### src/rtl/coco_sram_pkg.sv
// -----------------------------------------------------------------------------
// coco_sram_pkg
// Shared definitions for the AVR/CoCo SRAM arbiter:
//   - sram_state_t           : access FSM states (IDLE, ADDR, STROBE, HOLD)
//   - OWNER_COCO / OWNER_AVR : encoding of the owner output and grant
//   - WAIT_TICKS_MIN/MAX     : legal range of the strobe length parameter
//   - wait_ticks_ok()        : range check used at elaboration time
// No ports (package).
// -----------------------------------------------------------------------------
package coco_sram_pkg;

    typedef enum logic [1:0] {
        IDLE   = 2'd0,
        ADDR   = 2'd1,
        STROBE = 2'd2,
        HOLD   = 2'd3
    } sram_state_t;

    localparam logic OWNER_COCO = 1'b0;
    localparam logic OWNER_AVR  = 1'b1;

    // The strobe counter is 3 bits wide, so 7 is the longest strobe it can time.
    localparam int WAIT_TICKS_MIN = 1;
    localparam int WAIT_TICKS_MAX = 7;

    function automatic bit wait_ticks_ok(input int ticks);
        return (ticks >= WAIT_TICKS_MIN) && (ticks <= WAIT_TICKS_MAX);
    endfunction

endpackage

### src/rtl/sram_arb_pick.sv
// -----------------------------------------------------------------------------
// sram_arb_pick
// Combinational winner selection between the AVR and CoCo request lines.
// Build option: define SRAM_ARB_RR_EN for round-robin on ties (the port that
// did not win the previous grant wins); otherwise the AVR has fixed priority
// and 'last' is ignored.
// Ports:
//   a_req       in   AVR request
//   c_req       in   CoCo request
//   last        in   previous grantee (OWNER_COCO / OWNER_AVR)
//   grant_valid out  at least one request is pending
//   grant_owner out  selected port (OWNER_COCO / OWNER_AVR)
// -----------------------------------------------------------------------------
module sram_arb_pick
    import coco_sram_pkg::*;
(
    input  logic a_req,
    input  logic c_req,
    input  logic last,
    output logic grant_valid,
    output logic grant_owner
);

`ifdef SRAM_ARB_RR_EN
    always_comb begin
        grant_valid = a_req | c_req;
        if (a_req && c_req) begin
            // Tie: hand the grant to whoever lost last time.
            grant_owner = (last == OWNER_AVR) ? OWNER_COCO : OWNER_AVR;
        end else begin
            grant_owner = a_req ? OWNER_AVR : OWNER_COCO;
        end
    end
`else
    // Fixed priority: the previous grantee has no influence.
    logic unused_last;
    assign unused_last = last;

    always_comb begin
        grant_valid = a_req | c_req;
        grant_owner = a_req ? OWNER_AVR : OWNER_COCO;
    end
`endif

endmodule

### src/rtl/sram_arbiter.sv
// -----------------------------------------------------------------------------
// sram_arbiter
// Shares one asynchronous SRAM between the AVR and CoCo ports. Each access runs
// IDLE -> ADDR (1 clk) -> STROBE (WAIT_TICKS clks) -> HOLD (1 clk) -> IDLE, so
// request-to-ack is WAIT_TICKS+2 cycles and the access period WAIT_TICKS+3.
// Build option: SRAM_ARB_RR_EN selects round-robin on simultaneous requests
// (a last-winner register is added); default is fixed AVR priority.
// Parameters: ADDR_W (16), DATA_W (8), WAIT_TICKS (3, legal 1..7).
// Ports:
//   clock_50, reset_n                 clock, async active-low reset
//   a_req/a_we/a_addr/a_wdata         AVR request side
//   a_ack/a_rdata                     AVR one-cycle ack and read data
//   c_req/c_we/c_addr/c_wdata         CoCo request side
//   c_ack/c_rdata                     CoCo one-cycle ack and read data
//   sram_addrbus, sram_dout           registered SRAM address and write data
//   sram_drive                        data pad output enable (writes only)
//   sram_din                          SRAM read data
//   sram_ce_n/sram_oe_n/sram_we_n     active-low SRAM strobes
//   owner                             current/last grantee (0 CoCo, 1 AVR)
//   busy                              high in every state except IDLE
// -----------------------------------------------------------------------------
module sram_arbiter
    import coco_sram_pkg::*;
#(
    parameter int ADDR_W     = 16,
    parameter int DATA_W     = 8,
    parameter int WAIT_TICKS = 3
) (
    input  logic              clock_50,
    input  logic              reset_n,
    input  logic              a_req,
    input  logic              a_we,
    input  logic [ADDR_W-1:0] a_addr,
    input  logic [DATA_W-1:0] a_wdata,
    output logic              a_ack,
    output logic [DATA_W-1:0] a_rdata,
    input  logic              c_req,
    input  logic              c_we,
    input  logic [ADDR_W-1:0] c_addr,
    input  logic [DATA_W-1:0] c_wdata,
    output logic              c_ack,
    output logic [DATA_W-1:0] c_rdata,
    output logic [ADDR_W-1:0] sram_addrbus,
    output logic [DATA_W-1:0] sram_dout,
    output logic              sram_drive,
    input  logic [DATA_W-1:0] sram_din,
    output logic              sram_ce_n,
    output logic              sram_oe_n,
    output logic              sram_we_n,
    output logic              owner,
    output logic              busy
);

    if (!wait_ticks_ok(WAIT_TICKS)) begin : g_bad_wait_ticks
        $error("sram_arbiter: WAIT_TICKS must be in 1..7");
    end

    localparam logic [2:0] WAIT_INIT = 3'(WAIT_TICKS);

    sram_state_t       state_reg;
    logic [2:0]        cnt_reg;
    logic              acc_we_reg;
    logic              owner_reg;
    logic [ADDR_W-1:0] addr_reg;
    logic [DATA_W-1:0] dout_reg;
    logic              drive_reg;
    logic              ce_n_reg;
    logic              oe_n_reg;
    logic              we_n_reg;
    logic              a_ack_reg;
    logic              c_ack_reg;
    logic [DATA_W-1:0] a_rdata_reg;
    logic [DATA_W-1:0] c_rdata_reg;
    logic              busy_reg;

    logic              grant_valid;
    logic              grant_owner;
    logic              last_winner;

`ifdef SRAM_ARB_RR_EN
    logic last_winner_reg;
    assign last_winner = last_winner_reg;
`else
    assign last_winner = OWNER_COCO;
`endif

    sram_arb_pick u_pick (
        .a_req       (a_req),
        .c_req       (c_req),
        .last        (last_winner),
        .grant_valid (grant_valid),
        .grant_owner (grant_owner)
    );

    // Winner's request fields, latched on the IDLE -> ADDR edge only.
    logic              sel_we;
    logic [ADDR_W-1:0] sel_addr;
    logic [DATA_W-1:0] sel_wdata;

    always_comb begin
        sel_we    = (grant_owner == OWNER_AVR) ? a_we    : c_we;
        sel_addr  = (grant_owner == OWNER_AVR) ? a_addr  : c_addr;
        sel_wdata = (grant_owner == OWNER_AVR) ? a_wdata : c_wdata;
    end

    always_ff @(posedge clock_50 or negedge reset_n) begin
        if (!reset_n) begin
            state_reg   <= IDLE;
            cnt_reg     <= 3'd0;
            acc_we_reg  <= 1'b0;
            owner_reg   <= OWNER_COCO;
            addr_reg    <= '0;
            dout_reg    <= '0;
            drive_reg   <= 1'b0;
            ce_n_reg    <= 1'b1;
            oe_n_reg    <= 1'b1;
            we_n_reg    <= 1'b1;
            a_ack_reg   <= 1'b0;
            c_ack_reg   <= 1'b0;
            a_rdata_reg <= '0;
            c_rdata_reg <= '0;
            busy_reg    <= 1'b0;
`ifdef SRAM_ARB_RR_EN
            last_winner_reg <= OWNER_COCO;
`endif
        end else begin
            unique case (state_reg)
                IDLE: begin
                    if (grant_valid) begin
                        state_reg  <= ADDR;
                        owner_reg  <= grant_owner;
                        acc_we_reg <= sel_we;
                        addr_reg   <= sel_addr;
                        dout_reg   <= sel_wdata;
                        drive_reg  <= sel_we;
                        ce_n_reg   <= 1'b0;
                        busy_reg   <= 1'b1;
`ifdef SRAM_ARB_RR_EN
                        last_winner_reg <= grant_owner;
`endif
                    end
                end
                ADDR: begin
                    state_reg <= STROBE;
                    cnt_reg   <= WAIT_INIT;
                    if (acc_we_reg) begin
                        we_n_reg <= 1'b0;
                    end else begin
                        oe_n_reg <= 1'b0;
                    end
                end
                STROBE: begin
                    if (cnt_reg == 3'd1) begin
                        // Last strobe edge: release strobes, sample read data
                        // into the owner's port only, and raise its ack.
                        state_reg <= HOLD;
                        we_n_reg  <= 1'b1;
                        oe_n_reg  <= 1'b1;
                        if (owner_reg == OWNER_AVR) begin
                            a_ack_reg <= 1'b1;
                            if (!acc_we_reg) begin
                                a_rdata_reg <= sram_din;
                            end
                        end else begin
                            c_ack_reg <= 1'b1;
                            if (!acc_we_reg) begin
                                c_rdata_reg <= sram_din;
                            end
                        end
                    end else begin
                        cnt_reg <= cnt_reg - 3'd1;
                    end
                end
                HOLD: begin
                    state_reg <= IDLE;
                    ce_n_reg  <= 1'b1;
                    drive_reg <= 1'b0;
                    a_ack_reg <= 1'b0;
                    c_ack_reg <= 1'b0;
                    busy_reg  <= 1'b0;
                end
                default: begin
                    state_reg <= IDLE;
                end
            endcase
        end
    end

    assign a_ack        = a_ack_reg;
    assign c_ack        = c_ack_reg;
    assign a_rdata      = a_rdata_reg;
    assign c_rdata      = c_rdata_reg;
    assign sram_addrbus = addr_reg;
    assign sram_dout    = dout_reg;
    assign sram_drive   = drive_reg;
    assign sram_ce_n    = ce_n_reg;
    assign sram_oe_n    = oe_n_reg;
    assign sram_we_n    = we_n_reg;
    assign owner        = owner_reg;
    assign busy         = busy_reg;

endmodule

### config.mk
export PLATFORM = sky130hd
export DESIGN_NAME = sram_arbiter
export DESIGN_NICKNAME = d
export VERILOG_FILES = /design/src/rtl/coco_sram_pkg.sv /design/src/rtl/sram_arb_pick.sv /design/src/rtl/sram_arbiter.sv
export SDC_FILE = /design/constraint.sdc
export NUM_CORES = 1
export LEC_CHECK = 0
export CAP_MARGIN = 20
export CORE_MARGIN = 2
export CORE_UTILIZATION = 45
export DETAILED_ROUTE_END_ITERATION = 10
export PLACE_DENSITY = 0.89
export SLEW_MARGIN = 5
export SYNTH_ARGS = -nofsm -noshare
export SYNTH_HDL_FRONTEND = slang
export SYNTH_SLANG_ARGS = --single-unit
export TNS_END_PERCENT = 5
### constraint.sdc
create_clock -name clock_50 -period 6.1 [get_ports clock_50]
set_clock_uncertainty 0.2 [all_clocks]
set_input_delay 1.22 -clock clock_50 [delete_from_list [all_inputs] [get_ports clock_50]]
set_output_delay 1.22 -clock clock_50 [all_outputs]
set_load 0.01 [all_outputs]
==> flow_metrics.py, run 1 <==
metrics = {
    "logic_synthesis": {
        "yosys-top-cells-area": "dfrtp_1, mux2i_1, mux2_2, o21ai_0, nand2_1",
        "async_flop_share_pct": 100,
        "muxShareOfSynthArea_pct": 18.9,
        "yosysTopAreaCellShare_pct": 51.1,
        "synth_top_family_by_area": "multiplexers",
        "syn_area_um2": 2500,
        "synthFlopType": "dfrtp_1",
        "synth_top_cell_by_area": "dfrtp_1",
        "synth-edff-count": 0,
        "ys_warn_count": 0,
        "ys_seq_area_share_pct": 54.3,
        "synth_compound_area_share_pct": 9.87,
        "synth-simple-area-share_pct": 9.17,
        "synth_seq_cells": 54,
        "ys_types": 30,
        "synthAdderAreaFrac_pct": 4.51,
        "syn_inst": 216,
        "syn_nets": 287,
        "synth_common_cells": "dfrtp_1, nand2_1, o21ai_0, mux2i_1, mux2_2",
        "synth_xor_area_share_pct": 0,
        "syn_avg_cell_area_um2": 11.6,
        "synth_most_common_cell": "dfrtp_1",
    },
    "route": {
        "finalWirelength_um": 5680,
        "routed_via_density": 5.00,
        "drtIter0Drc": 81,
        "wl_per_cell_um": 14.3,
        "ant_nets": 0,
        "vias": 1979,
        "drc_errors": 0,
        "drt_first_pass_iters": 4,
    },
    "setup_path": {
        "reg2reg_slack_ns": 3.90,
        "crit_required_ns": 4.68,
        "critical-path-top-delay-family": "buffers and inverters",
        "rr_worst_depth": 4,
        "slowest_stage": "clkdlybuf4s50_1",
        "endpoint_kind": "primary output",
        "critPathLaunch": "owner$_DFFE_PN0P_",
        "cpPeakStageDelay_ns": 0.59,
        "r2r_start": "state_reg[0]$_DFFE_PN0P_",
        "r2r-end": "c_rdata[4]$_DFFE_PN0P_",
        "crit_path_start_kind": "register",
        "path_depth": 1,
        "critPathKind": "reg -> out",
        "arrival_ns": 1.41,
        "cp_max_fo": 7,
        "endpoint": "owner",
        "path_cells": "clkdlybuf4s50_1",
        "crit_buf_inv": 1,
    },
    "power_and_ir_drop": {
        "power_density_nw_per_um2": 449,
        "power_leakage_nw": 1.65,
        "seqPwrFrac_pct": 38.5,
        "power.internal_w": 0.00109,
        "p_sw_w": 0.000590,
        "p_comb_share_pct": 49.7,
        "swShare_pct": 35.1,
        "p_total_w": 0.00168,
        "ir_worst_vdd_mv": 0.171,
        "clockPowerShare_pct": 11.8,
    },
    "clocking": {
        "post_cts_buffers": 0,
        "root_buffer": "clkbuf_8",
        "cts_max_level": 2,
        "cts_hold_buf": 0,
        "clk_latency_ns": 0.30,
        "cts_tree": "built",
        "cts_sinks": 54,
        "cts.path.max_buffers": 2,
        "cts_buffers": 5,
        "post_cts_resized": 0,
        "clkTransAtPathRegs_ns": 0.10,
    },
    "sta": {
        "final.period_utilization_pct": 46.3,
        "worst_pin_slew_ns": 0.794,
        "setup_viol": 0,
        "maxSlewViolCount": 0,
        "finalHoldViolCount": 0,
        "max_slew_margin_pct": 47.1,
        "fmax_mhz": 354,
        "fin_crit_ns": 2.83,
        "fin_ws_ns": 3.27,
        "tns_ns": 0,
        "rsz0062_at_grt": "false",
    },
    "placed_design": {
        "dpl_cell_area_um2": 3630,
        "portBuffers": 109,
        "numPlacedInstances": 387,
        "dp_hpwl_um": 4360,
        "routabilityCongestion": 0.727,
        "place_worst_setup_slack_ns": 2.89,
    },
    "min_path": {
        "holdPathStages": 2,
        "min_path_type": "reg -> reg",
    },
    "grt": {
        "grt_max_degree": 55,
        "grt_pass1_vias": 1959,
        "grt_pass1_wl_um": 9240,
        "grt_usage_pct": 19.3,
        "antenna_found_initial": 0,
        "grt_overflow": 0,
    },
    "cells_and_area": {
        "syn_to_final_growth_pct": 49.8,
        "largest_reg_flops": 16,
        "final_cells": 396,
        "drive_above_1_share_pct": 11.4,
        "design_area_um2": 3740,
        "diodes": 0,
        "nNetsFinal": 394,
    },
    "die": {
        "core_area_um2": 5440,
        "die_area_um2": 6160,
        "die_w_um": 78.5,
        "initial_core_util_pct": 45.9,
        "die_h_um": 78.5,
        "ios": 110,
        "fp-row-count": 27,
    },
    "run": {
        "max_cap_violations": 0,
    },
    "outcome": {
        "status": "finished clean",
    },
}
cell families after synthesis:
group / after synthesis
AO/OA/AOI/OAI: 44
AND/OR/NAND/NOR: 46
flip-flops: 54
buffers and inverters: 18
multiplexers: 45
adder cells (fa/ha/maj): 9
metrics by stage:
step | hold WS [ns] | utilization, %
floorplan | 0.251 | -
global placement | 0.261 | 66.8
detailed placement | 0.269 | 66.8
CTS | 0.292 | 68.4
global route | 0.328 | 68.8
finish | 0.287 | 68.8
power groups by stage:
| stage | clock network (W) | logic, W | registers (W) |
|---|---|---|---|
| floorplan | 0 | 0.000326 | 0.000713 |
| CTS | 0.000205 | 0.000833 | 0.000650 |
| global placement | 0 | 0.000802 | 0.000642 |
| global route | 0.000221 | 0.000914 | 0.000675 |
| detailed placement | 0 | 0.000830 | 0.000656 |
| finish | 0.000198 | 0.000836 | 0.000648 |
layout by cell type (no fill, tap or decap), drive strengths merged:
cell / count
or4b: 1
nand2b: 3
mux2: 18
mux2i: 27
o21a: 1
nand4b: 1
o21ai: 31
nor4b: 1
dfstp: 3
nor3b: 2
and2b: 1
clkinv: 2
o22a: 1
clkbuf: 5
buf: 4
nand3: 2
clkinvlp: 1
clkdlybuf4s50: 107
ha: 9
o211ai: 1
o22ai: 1
a22o: 1
dfrtp: 51
o32a: 1
o31ai: 3
nor2b: 1
a21oi: 4
nand2: 31
inv: 7
nor2: 3
cell type report:
class | count | area [µm²]
Inverter | 7 | 26.3
Clock buffer | 5 | 68.8
Clock inverter | 3 | 21.3
Multi-Input combinational cell | 144 | 1070
Tap cell | 72 | 90.1
Fill cell | 420 | 1700
Sequential cell | 54 | 1360
Timing Repair Buffer | 111 | 1110
metal layers:
layer | GRT usage (%) | share of wire [%] | up-vias
met5 | 0 | 0 | -
met4 | 7.19 | 2.1 | 0
met3 | 5.63 | 6.5 | 12
met2 | 32.6 | 51 | 79
met1 | 23.3 | 40 | 924
li1 | - | - | 964
worst min-delay path by stage:
stage	slack [ns]	startpoint	endpoint
after floorplan	0.25	cnt_reg[2]$_DFFE_PN0P_	cnt_reg[2]$_DFFE_PN0P_
after global placement	0.26	sram_addrbus[11]$_DFFE_PN0P_	sram_addrbus[11]$_DFFE_PN0P_
after detailed placement	0.27	sram_dout[0]$_DFFE_PN0P_	sram_dout[0]$_DFFE_PN0P_
after CTS	0.29	sram_dout[0]$_DFFE_PN0P_	sram_dout[0]$_DFFE_PN0P_
after global routing	0.33	sram_addrbus[9]$_DFFE_PN0P_	sram_addrbus[9]$_DFFE_PN0P_
final	0.29	sram_addrbus[9]$_DFFE_PN0P_	sram_addrbus[9]$_DFFE_PN0P_
Note: power is estimated with default switching activity, not from simulation.
==> run 2: changes to the inputs <==
CORE_UTILIZATION = 38   (was 45)
PLACE_DENSITY = 0.81   (was 0.89)
clock period = 2.44 ns   (was 6.1 ns; I/O delays follow)
==> flow_metrics.py, run 2 (same netlist as run 1, synthesis figures left out) <==
metrics = {
    "grt": {
        "grt_usage_pct": 16.2,
        "antenna_found_initial": 0,
        "grt_overflow": 0,
        "grt_max_degree": 53,
        "grt_pass1_wl_um": 9340,
        "grt_pass1_vias": 1978,
    },
    "setup_path": {
        "critPathKind": "reg -> reg",
        "critical-path-top-delay-family": "simple AND/OR/NAND/NOR gates",
        "rr_worst_depth": 5,
        "endpoint_kind": "register",
        "path_cells": "inv_1 -> ha_1 -> nand2b_1 -> nor4b_4 -> mux2_2",
        "crit_required_ns": 2.44,
        "slowest_stage": "nor4b_4",
        "cp_max_fo": 8,
        "reg2reg_slack_ns": 0.29,
        "cpPeakStageDelay_ns": 0.56,
        "arrival_ns": 2.15,
        "crit_buf_inv": 1,
        "crit_path_start_kind": "register",
        "path_depth": 5,
    },
    "die": {
        "die_w_um": 85.1,
        "initial_core_util_pct": 39.3,
        "die_area_um2": 7240,
        "core_area_um2": 6350,
        "die_h_um": 85.1,
        "fp-row-count": 29,
        "ios": 110,
    },
    "outcome": {
        "status": "finished clean",
    },
    "clocking": {
        "cts_hold_buf": 1,
        "post_cts_buffers": 0,
        "clkTransAtPathRegs_ns": 0.10,
        "root_buffer": "clkbuf_8",
        "clk_latency_ns": 0.31,
        "cts_tree": "built",
        "cts_sinks": 54,
        "cts.path.max_buffers": 2,
        "cts_buffers": 5,
        "post_cts_resized": 0,
        "cts_max_level": 2,
    },
    "sta": {
        "tns_ns": 0,
        "finalHoldViolCount": 0,
        "worst_pin_slew_ns": 0.578,
        "fmax_mhz": 465,
        "maxSlewViolCount": 0,
        "setup_viol": 0,
        "max_slew_margin_pct": 61.3,
        "final.period_utilization_pct": 88.2,
        "fin_crit_ns": 2.15,
        "rsz0062_at_grt": "false",
    },
    "route": {
        "finalWirelength_um": 5820,
        "ant_nets": 0,
        "vias": 1981,
        "drt_first_pass_iters": 4,
        "routed_via_density": 4.89,
        "drc_errors": 0,
        "drtIter0Drc": 54,
        "wl_per_cell_um": 14.4,
    },
    "power_and_ir_drop": {
        "power_density_nw_per_um2": 1110,
        "ir_worst_vdd_mv": 0.632,
        "power_leakage_nw": 1.68,
    },
    "cells_and_area": {
        "design_area_um2": 3800,
        "largest_reg_flops": 16,
        "drive_above_1_share_pct": 12.2,
        "diodes": 0,
        "final_cells": 405,
        "nNetsFinal": 398,
        "mostFrequentLayoutCell": "clkdlybuf4s50_1",
        "syn_to_final_growth_pct": 52.2,
        "final_cell_mix": "clkdlybuf4s50_1, dfrtp_1, nand2_1",
    },
    "min_path": {
        "min_path_type": "reg -> reg",
        "holdPathStages": 2,
    },
    "placed_design": {
        "dp_hpwl_um": 4540,
        "portBuffers": 109,
        "numPlacedInstances": 396,
        "routabilityCongestion": 0.733,
        "dpl_cell_area_um2": 3690,
    },
    "run": {
        "max_cap_violations": 0,
    },
}
[run 2: cell count changes in the layout (fill, tap and decap cells not counted), sizes merged]
cell / previous run / this run
dlygate4sd3: 0 / 1
buf: 4 / 7
inv: 7 / 8
clkinvlp: 1 / 0
[run 2: final timing paths]
check	startpoint	end
setup / recovery	cnt_reg[1]$_DFFE_PN0P_	c_rdata[1]$_DFFE_PN0P_
hold / removal	sram_dout[5]$_DFFE_PN0P_	sram_dout[5]$_DFFE_PN0P_
setup reg to reg	cnt_reg[1]$_DFFE_PN0P_	c_rdata[1]$_DFFE_PN0P_
hold reg to reg	sram_dout[5]$_DFFE_PN0P_	sram_dout[5]$_DFFE_PN0P_
max in group asynchronous	reset_n	sram_ce_n$_DFFE_PN1P_
min in group asynchronous	reset_n	a_rdata[1]$_DFFE_PN0P_
[run 2: worst register-to-register path, stage by stage, from the launching register on]
cell,delay (ns)
dfrtp_1,0.39
inv_1,0.09
ha_1,0.20
nand2b_1,0.20
nor4b_4,0.56
mux2_2,0.40
[run 2: stage by stage]
stage                     utilization, %  worst slack, ns  power, W  hold WS (ns)
after CTS                           59.9            0.280   0.00430         0.293
final                               59.9            0.288   0.00424         0.286
after detailed placement            58.2            0.296   0.00376         0.200
after global routing                59.9            0.175   0.00455         0.321
after global placement              58.2            0.380   0.00367         0.195
after floorplan                        -            0.430   0.00260      -0.00759
[run 2: cell type report]
class                           count  area [µm²]
Inverter                            7        26.3
Clock inverter                      3        28.8
Tap cell                           77        96.3
Multi-Input combinational cell    144        1070
Timing Repair Buffer              115        1150
Sequential cell                    54        1360
Clock buffer                        5        68.8
Fill cell                         544        2550
[run 2: power breakdown]
part / total (W) / internal (W) / switching (W)
combinational: 0.00211 / 0.00119 / 0.000913
clock: 0.000522 / 0.000213 / 0.000309
sequential: 0.00161 / 0.00134 / 0.000265
total: 0.00424 / 0.00275 / 0.00149
[run 2: layer usage]
metal,up-vias,share of wire [%],track usage (%)
met5,-,0,0
met4,0,1.0,3.90
met3,6,8.7,5.35
met2,86,48,27.6
met1,915,42,20.0
li1,974,-,-
==> run 3: changes to the inputs <==
CTS_CLUSTER_SIZE = 12   (was unset)
SKIP_CTS_REPAIR_TIMING = 1   (was unset)
==> results of run 3 <==
No change in the layout: final DEF, timing and power equal those of run 2.
Among the figures that moved: met1 usage 20.0% -> 19.9%; met3 usage 5.35% -> 5.45%
